$ cat config.mk
export PLATFORM = sky130hd
export DESIGN_NAME = load_store_unit
export DESIGN_NICKNAME = d
export VERILOG_FILES = /design/src/rtl/lsu_pkg.sv /design/src/rtl/lsu_lane_align.sv /design/src/rtl/load_store_unit.sv
export SDC_FILE = /design/constraint.sdc
export NUM_CORES = 1
export LEC_CHECK = 0
export CAP_MARGIN = 20
export CORE_UTILIZATION = 45
export CTS_CLUSTER_SIZE = 24
export DETAILED_ROUTE_END_ITERATION = 8
export HOLD_SLACK_MARGIN = 0.02
export PLACE_DENSITY = 0.84
export RECOVER_POWER = 50
export SLEW_MARGIN = 20
export SYNTH_ARGS = -nofsm -noshare
export SYNTH_HDL_FRONTEND = slang
export SYNTH_HIERARCHICAL = 1
export SYNTH_SLANG_ARGS = --single-unit
export TNS_END_PERCENT = 1
$ cat constraint.sdc
create_clock -name clk -period 28 [get_ports clk]
set_input_delay 5.6 -clock clk [delete_from_list [all_inputs] [get_ports clk]]
set_output_delay 5.6 -clock clk [all_outputs]
set_load 0.005 [all_outputs]
$ cat src/rtl/lsu_pkg.sv
// Shared types for the load/store unit: access sizes, FSM states
// and the size-to-byte-count helper.
package lsu_pkg;

    typedef enum logic [1:0] {
        SZ_B = 2'd0,
        SZ_H = 2'd1,
        SZ_W = 2'd2,
        SZ_D = 2'd3
    } size_t;

    typedef enum logic [1:0] {
        IDLE  = 2'd0,
        WAIT  = 2'd1,
        WRITE = 2'd2,
        RESP  = 2'd3
    } lsu_state_t;

    function automatic logic [3:0] size_bytes(size_t s);
        return 4'd1 << s;
    endfunction

endpackage

$ cat src/rtl/lsu_lane_align.sv
// Combinational byte-lane logic: extracts and extends load data from
// a doubleword, and merges right-justified store data into a doubleword.
// Ports: word/offset/size/isUnsigned/storeData in; loadValue/storeWord out.
module lsu_lane_align
    import lsu_pkg::*;
(
    input  logic [63:0] word,
    input  logic [2:0]  offset,
    input  size_t       size,
    input  logic        isUnsigned,
    input  logic [63:0] storeData,
    output logic [63:0] loadValue,
    output logic [63:0] storeWord
);

    logic [63:0] shifted;
    logic [63:0] placed;
    logic [63:0] bitMask;
    logic [7:0]  baseMask;
    logic [7:0]  laneMask;

    assign shifted = word >> {offset, 3'b000};
    assign placed  = storeData << {offset, 3'b000};

    always_comb begin
        loadValue = word;
        baseMask  = 8'hFF;
        unique case (size)
            SZ_B: begin
                baseMask  = 8'h01;
                loadValue = isUnsigned ? {56'd0, shifted[7:0]}
                                       : {{56{shifted[7]}}, shifted[7:0]};
            end
            SZ_H: begin
                baseMask  = 8'h03;
                loadValue = isUnsigned ? {48'd0, shifted[15:0]}
                                       : {{48{shifted[15]}}, shifted[15:0]};
            end
            SZ_W: begin
                baseMask  = 8'h0F;
                loadValue = isUnsigned ? {32'd0, shifted[31:0]}
                                       : {{32{shifted[31]}}, shifted[31:0]};
            end
            SZ_D: begin
                baseMask  = 8'hFF;
                loadValue = word;
            end
        endcase
    end

    // offset is always size-aligned here, so the shifted mask never wraps
    assign laneMask = baseMask << offset;

    always_comb begin
        bitMask = '0;
        for (int i = 0; i < 8; i++) begin
            bitMask[i*8 +: 8] = {8{laneMask[i]}};
        end
    end

    assign storeWord = (word & ~bitMask) | (placed & bitMask);

endmodule

$ cat src/rtl/load_store_unit.sv
// Data-side load/store unit in front of a 64-bit doubleword memory; does
// lane extraction on loads and read-modify-write for sub-doubleword stores.
// Ports: req_* request handshake, rsp_* one-cycle completion, mem_* memory.
// Optional MISALIGN_TRAP_EN: misaligned accesses return rsp_err with no
// memory traffic; otherwise the offset is forced to the size boundary.
module load_store_unit
    import lsu_pkg::*;
#(
    parameter int MEM_LAT = 1,
    parameter int ADDR_W  = 64
) (
    input  logic              clk,
    input  logic              reset,
    input  logic              req_valid,
    output logic              req_ready,
    input  logic              req_we,
    input  logic [1:0]        req_size,
    input  logic              req_unsigned,
    input  logic [ADDR_W-1:0] req_addr,
    input  logic [63:0]       req_wdata,
    output logic              rsp_valid,
    output logic [63:0]       rsp_rdata,
    output logic              rsp_err,
    output logic [ADDR_W-1:0] mem_addr,
    output logic [63:0]       mem_wdata,
    output logic              mem_wr,
    input  logic [63:0]       mem_rdata
);

    lsu_state_t        state;
    logic [2:0]        cnt;
    logic              weQ;
    size_t             sizeQ;
    logic              unsQ;
    logic [ADDR_W-1:0] addrQ;
    logic [63:0]       wdataQ;
    logic [63:0]       dataQ;
    logic [63:0]       rdataQ;
    logic [2:0]        alignOff;
    logic [63:0]       alignWord;
    logic [63:0]       loadValue;
    logic [63:0]       storeWord;

`ifdef MISALIGN_TRAP_EN
    logic errQ;
    logic misIn;
    assign misIn = (req_addr[2:0]
                   & 3'(size_bytes(size_t'(req_size)) - 4'd1)) != 3'd0;
`endif

    // Misaligned accesses never reach the lanes when trapping, so the
    // mask is a no-op there and the aligning fallback otherwise.
    assign alignOff = addrQ[2:0] & ~3'(size_bytes(sizeQ) - 4'd1);

    // Loads extend straight from the memory bus in the capture cycle;
    // stores merge into the word captured during WAIT.
    assign alignWord = (state == WAIT) ? mem_rdata : dataQ;

    lsu_lane_align uAlign (
        .word       (alignWord),
        .offset     (alignOff),
        .size       (sizeQ),
        .isUnsigned (unsQ),
        .storeData  (wdataQ),
        .loadValue  (loadValue),
        .storeWord  (storeWord)
    );

    always_ff @(posedge clk or posedge reset) begin
        if (reset) begin
            state  <= IDLE;
            cnt    <= '0;
            weQ    <= 1'b0;
            sizeQ  <= SZ_B;
            unsQ   <= 1'b0;
            addrQ  <= '0;
            wdataQ <= '0;
            dataQ  <= '0;
            rdataQ <= '0;
`ifdef MISALIGN_TRAP_EN
            errQ   <= 1'b0;
`endif
        end else begin
            unique case (state)
                IDLE: begin
                    if (req_valid) begin
                        weQ    <= req_we;
                        sizeQ  <= size_t'(req_size);
                        unsQ   <= req_unsigned;
                        addrQ  <= req_addr;
                        wdataQ <= req_wdata;
`ifdef MISALIGN_TRAP_EN
                        if (misIn) begin
                            state  <= RESP;
                            rdataQ <= '0;
                            errQ   <= 1'b1;
                        end else
`endif
                        if (req_we && req_size == 2'd3) begin
                            state <= WRITE;
                        end else begin
                            state <= WAIT;
                            cnt   <= 3'(MEM_LAT);
                        end
                    end
                end
                WAIT: begin
                    if (cnt == 3'd1) begin
                        dataQ <= mem_rdata;
                        if (weQ) begin
                            state <= WRITE;
                        end else begin
                            state  <= RESP;
                            rdataQ <= loadValue;
`ifdef MISALIGN_TRAP_EN
                            errQ   <= 1'b0;
`endif
                        end
                    end else begin
                        cnt <= cnt - 3'd1;
                    end
                end
                WRITE: begin
                    state  <= RESP;
                    rdataQ <= '0;
`ifdef MISALIGN_TRAP_EN
                    errQ   <= 1'b0;
`endif
                end
                RESP: begin
                    state <= IDLE;
                end
                default: begin
                    state <= IDLE;
                end
            endcase
        end
    end

    assign req_ready = (state == IDLE);
    assign mem_wr    = (state == WRITE);
    assign rsp_valid = (state == RESP);
    assign rsp_rdata = rdataQ;
    assign mem_addr  = {addrQ[ADDR_W-1:3], 3'b000};
    assign mem_wdata = storeWord;

`ifdef MISALIGN_TRAP_EN
    assign rsp_err = errQ;
`else
    assign rsp_err = 1'b0;
`endif

endmodule

Word level (Yosys, flattened, before mapping). Cells that the tools add are included.

Logic and storage cells: 62. Bits in registers: 265. Output and inout bits: 196.

Bitwise logic cells: 6. Add/sub/neg operators: 2. Shift-type cells: 4. Equal/unequal tests: 13. Reductions and logical operators: 10. Multiplexer cells: 18.

Operators with widths (count): 64-bit two-way mux (6); 64-bit one-hot mux with 4 select lines (1); 64-bit AND (2); 64-bit one-hot mux with 2 select lines (1); 64-bit NOT (1); 64-bit OR (1); 64-bit by 6-bit left shift with 64-bit output (1); 64-bit by 6-bit right shift with 32-bit output (1); 8-bit one-hot mux with 4 select lines (1); 2-bit equality test (second input constant) (5); 3-bit two-way mux (3); 2-bit != test (second input constant) (4); 2-bit one-hot mux with 4 select lines (1); 8-bit by 3-bit left shift with 8-bit output (1); 2-bit two-way mux (3); 3-bit one-hot mux with 2 select lines (1); 2-bit AND reduction (3); 3-bit by 1-bit subtractor with 3-bit output (second input constant) (2); 2-bit by 1-bit equality test with 1-bit output (second input constant) (2); 2-bit zero test (2); 4-bit AND reduction (1); 2-bit nonzero test (2); 3-bit AND (1); 3-bit by 1-bit equality test with 1-bit output (second input constant) (1); 6 further kinds (6).

Depth between registers and ports, before layout.
Depth after elaboration: 10. Gate-level depth with buffers: 13. Gate-level depth less buffers: 9.

Modules after synthesis. The synthesis kept the hierarchy.

Modules (own cells, without submodules): load_store_unit (sequential area each 6631.4 µm², area each 11297.1 µm², cells an instance 742, instances 1); lsu_lane_align (sequential area each 0.0 µm², area each 4536.9 µm², cells an instance 673, instances 1).

Worst setup path after synthesis. OpenSTA, ideal clock, no wires.

Kind: input to output. Start point: input port mem_rdata[39]. End point: output port mem_wdata[39]. Path slack: 16.234 ns. Data arrival time: 6.166 ns. Stages: 2. Path through: mux2_2 -> mux2_2.

Cells in the longest elaborated chain, start to end: 3.

RTL lines: start: declaration (line load_store_unit.sv:27) `input logic [63:0] mem_rdata`; 64-bit two-way mux (line load_store_unit.sv:57) `assign alignWord = (state == WAIT) ? mem_rdata : dataQ;`; 64-bit AND (line lsu_lane_align.sv:61) `assign storeWord = (word & ~bitMask) | (placed & bitMask);`; 64-bit OR (line lsu_lane_align.sv:61); end: declaration (line load_store_unit.sv:25) `output logic [63:0] mem_wdata,`.

Every way passes these cells.

Worst setup path in the final report.
Start point: input port mem_rdata[37]. End point: output port mem_wdata[37].

Cells in the longest elaborated chain, start to end: 3.

RTL lines: 64-bit two-way mux (line load_store_unit.sv:57); net alignWord[37] (line load_store_unit.sv:40) `logic [63:0] alignWord;`; 64-bit AND (line lsu_lane_align.sv:61); 64-bit OR (line lsu_lane_align.sv:61).

The timed path passes the listed nets, and every way through them passes these cells.

==> results.sh <==
export IMPL_status="finished, violations left"
export IMPL_violations="capacitance limit, slew limit"
export IMPL_synth_seq_cells=265
export IMPL_vias=12700
export IMPL_grt_pass1_vias=12700
export IMPL_end_kind="output port"
export IMPL_hold_depth=1
export IMPL_rsz0062_at_grt="no"
export IMPL_firstDrtPassIters=6
export IMPL_path_clk_slew_ns=0.06
export IMPL_detail_route_antenna_nets=0
export IMPL_cts_root_buf="clkbuf_16"
export IMPL_p_per_area_nw_per_um2=149
export IMPL_cts_setup_buffers=0
export IMPL_dr_wl_met2_mm=24.5
export IMPL_grt_usage=0.288
export IMPL_ctsHtreeMaxLevel=1
export IMPL_wirelength_mm=52.8
export IMPL_nFillCells=2871
export IMPL_path_buf_inv=2
export IMPL_grt_max_degree=129
export IMPL_path_cells="dlygate4sd3_1 > mux2_2 > a32oi_1 > o21ai_0 > clkdlybuf4s50_1"
export IMPL_timing_final_crit_share=0.468
export IMPL_required_ns=22.40
export IMPL_fin_setup_tns_ns=0
export IMPL_routabilityCongestion=0.943
export IMPL_finalMaxSlewViolations=199
export IMPL_critPathMaxFanout=4
export IMPL_cp_arrival_ns=7.52
export IMPL_io_pins=395
export IMPL_worst_pin_slew_ns=5.76
export IMPL_drtIter0Drc=1242
export IMPL_crit_type="in -> out"
export IMPL_worst_path_stages=5
export IMPL_initial_core_util=0.458
export IMPL_antenna_found_initial=2
export IMPL_tritoncts="done"
export IMPL_die_area_um2=35900
export IMPL_synth_cell_types=58
export IMPL_met3_wirelength_mm=4.27
export IMPL_syn_area_um2=15800
export IMPL_cpPeakStageDelay_ns=0.57
export IMPL_drive_gt1_frac=0.243
export IMPL_cts_resized_gates=0
export IMPL_synthFlopType="dfrtp_1"
export IMPL_insertion_delay_ns=0.56
export IMPL_ys_seq_area_frac=0.419
export IMPL_startpoint_type="input port"
export IMPL_highest_layer="met5"
export IMPL_wl_per_cell_um=24.4
export IMPL_multi_input_area_um2=8030
export IMPL_holdBufCountCts=0
export IMPL_area_growth_synth_to_final_pct=28.0
export IMPL_cp_top_family="buffers and inverters"
export IMPL_yosys_warnings=6
export IMPL_slowest_stage="dlygate4sd3_1"
export IMPL_row_count=68
export IMPL_r2r_cells=5
export IMPL_synth_cells=1415
export IMPL_ctsLongestPathBuffers=3
export IMPL_core_area_um2=34500
export IMPL_die_x_um=190
export IMPL_hold_ws_ns=0.497
export IMPL_synth_edf_count=0
export IMPL_holdCritPathClass="reg -> reg"
export IMPL_dp_hpwl_mm=39.3
export IMPL_syn_avg_cell_area_um2=11.2
export IMPL_wl_met1_mm=21.8
export IMPL_max_cap_violations=2
export IMPL_power_leakage_nw=8.64
export IMPL_clock_sinks=265
export IMPL_timing_slew_headroom=-2.86
export IMPL_final_nets=1889
export IMPL_drcViolationCount=0
export IMPL_clock_skew_ns=0.0155
export IMPL_setup_violations=0
export IMPL_io_buffer_count=390
export IMPL_min_period_ns=13.12
export IMPL_max_freq_ghz=0.0762
export IMPL_grt_overflow=0
export IMPL_report_final_hold_viol_count=0
export IMPL_cts_buffers=29
export IMPL_vias_per_cell=5.88
export IMPL_ff_latch_area_um2=6630
export IMPL_synthArstFlopShare=1.00
export IMPL_die_y_um=190
export IMPL_max_vdd_ir_drop_mv=0.0816
export IMPL_grt_pass1_wl_mm=78.8
==> sequential cells by signal, indices dropped and copies added, names as in the netlist <==
| register | flops |
|---|---|
| weQ | 1 |
| dataQ | 64 |
| cnt | 3 |
| state | 2 |
| addrQ | 64 |
| sizeQ | 2 |
| rsp_rdata | 64 |
| wdataQ | 64 |
| unsQ | 1 |
==> worst reg2reg max path, delay by kind of cell, from the launching register on <==
family,cells,cell delay (ns)
buffers and inverters,2,1.03
AND/OR/NAND/NOR,1,2.03
multiplexers,1,0.50
adder cells (fa/ha/maj),1,0.26
flip-flops,1,0.46
==> cells by family (layout without fill, tap and decap cells) <==
family                   after synthesis  after routing  share of synthesized area
multiplexers                         415            415                      0.299
AO/OA/AOI/OAI                        329            329                      0.140
flip-flops                           265            265                      0.419
AND/OR/NAND/NOR                      211            211                     0.0575
buffers and inverters                186            472                     0.0772
adder cells (fa/ha/maj)                8              8                    0.00632
other                                  1              5                   0.000237
==> power by group <==
part,leakage (nW),internal (mW),switching [mW]
Combinational,4.92,0.934,1.01
Sequential,3.24,0.561,0.132
Clock,0.477,0.229,0.156
Total,8.64,1.72,1.30
==> cell type report <==
cell class                      instances  share of cell area
Sequential cell                       265               0.327
Tap cell                              455              0.0281
Clock inverter                          8             0.00463
Timing Repair Buffer                  408               0.199
Multi-Input combinational cell        967               0.396
Clock buffer                           45              0.0427
Antenna cell                            1            0.000123
Inverter                               11             0.00210
==> cell usage after synthesis (all sizes together), types with 5 or more instances <==
cell / instances / area share
nand2: 95 / 0.023
a22o: 64 / 0.035
inv: 9 / 0.0021
o221ai: 7 / 0.0039
a22oi: 8 / 0.0038
o22a: 9 / 0.0050
mux4: 13 / 0.018
a21o: 33 / 0.016
a21oi: 49 / 0.015
mux2: 327 / 0.23
a221o: 6 / 0.0038
a32oi: 5 / 0.0028
o211ai: 9 / 0.0046
ha: 8 / 0.0063
o21ai: 104 / 0.033
mux2i: 75 / 0.048
dfrtp: 265 / 0.42
nand2b: 9 / 0.0040
buf: 144 / 0.067
a31oi: 9 / 0.0036
nand3: 10 / 0.0032
a211oi: 11 / 0.0060
nor2b: 11 / 0.0043
nor2: 72 / 0.017
clkbuf: 31 / 0.0073
==> stage by stage <==
stage	util	cell area [um^2]	worst slack [ns]	power, mW	cells
after floorplan	-	15800	15.10	1.89	1418
after global placement	0.559	19300	15.14	2.58	2106
after detailed placement	0.559	19300	15.08	2.62	2106
after CTS	0.587	20300	15.08	3.02	2159
after global routing	0.587	20300	14.90	3.17	2160
final	0.587	20300	14.88	3.02	2160
==> final timing paths <==
check / from / end / slack [ns]
max in group asynchronous: reset / dataQ[5] / 17.93
setup / recovery: mem_rdata[37] / mem_wdata[37] / 14.88
hold / removal: rsp_rdata[48] / rsp_rdata[48] / 0.50
min in group asynchronous: reset / addrQ[16] / 7.29
hold reg to reg: rsp_rdata[48] / rsp_rdata[48] / 0.50
setup reg to reg: state[0] / wdataQ[38] / 23.62
==> layer usage <==
layer / GRT usage / up-vias
met2: 0.461 / 624
met4: 0.116 / 2
met3: 0.0524 / 120
li1: - / 5629
met1: 0.386 / 6318
met5: 0 / -
==> cells in the final DEF, fill, tap and decap left out, types with 3 or more instances in the layout <==
cell type        Yosys  routed
conb_1               1       4
clkbuf_1            31       8
dlygate4sd3_1        0     162
nand2_1             95      95
ha_1                 8       7
o21ai_0            100     100
mux4_2              13      13
o22a_1               9       9
clkbuf_8             0       8
clkdlybuf4s50_1      0     228
clkbuf_16            0      29
mux2_1               0       3
o221ai_1             7       7
a32oi_1              5       5
a31oi_1              9       9
mux2_2             326     323
nand3_1             10      10
inv_1                9       8
dfrtp_1            265     265
buf_4               79      18
nor2b_1             11      10
o21ai_1              4       4
nand2b_1             8       8
a22oi_1              8       8
a211oi_1            10      10
mux2i_1             74      74
a22o_1              64      64
o211ai_1             8       8
clkinv_2             0       5
nor2_1              71      70
a21o_1              33      33
a221o_1              6       6
a21oi_1             49      49
No activity file was read; power rests on OpenSTA's default activity.
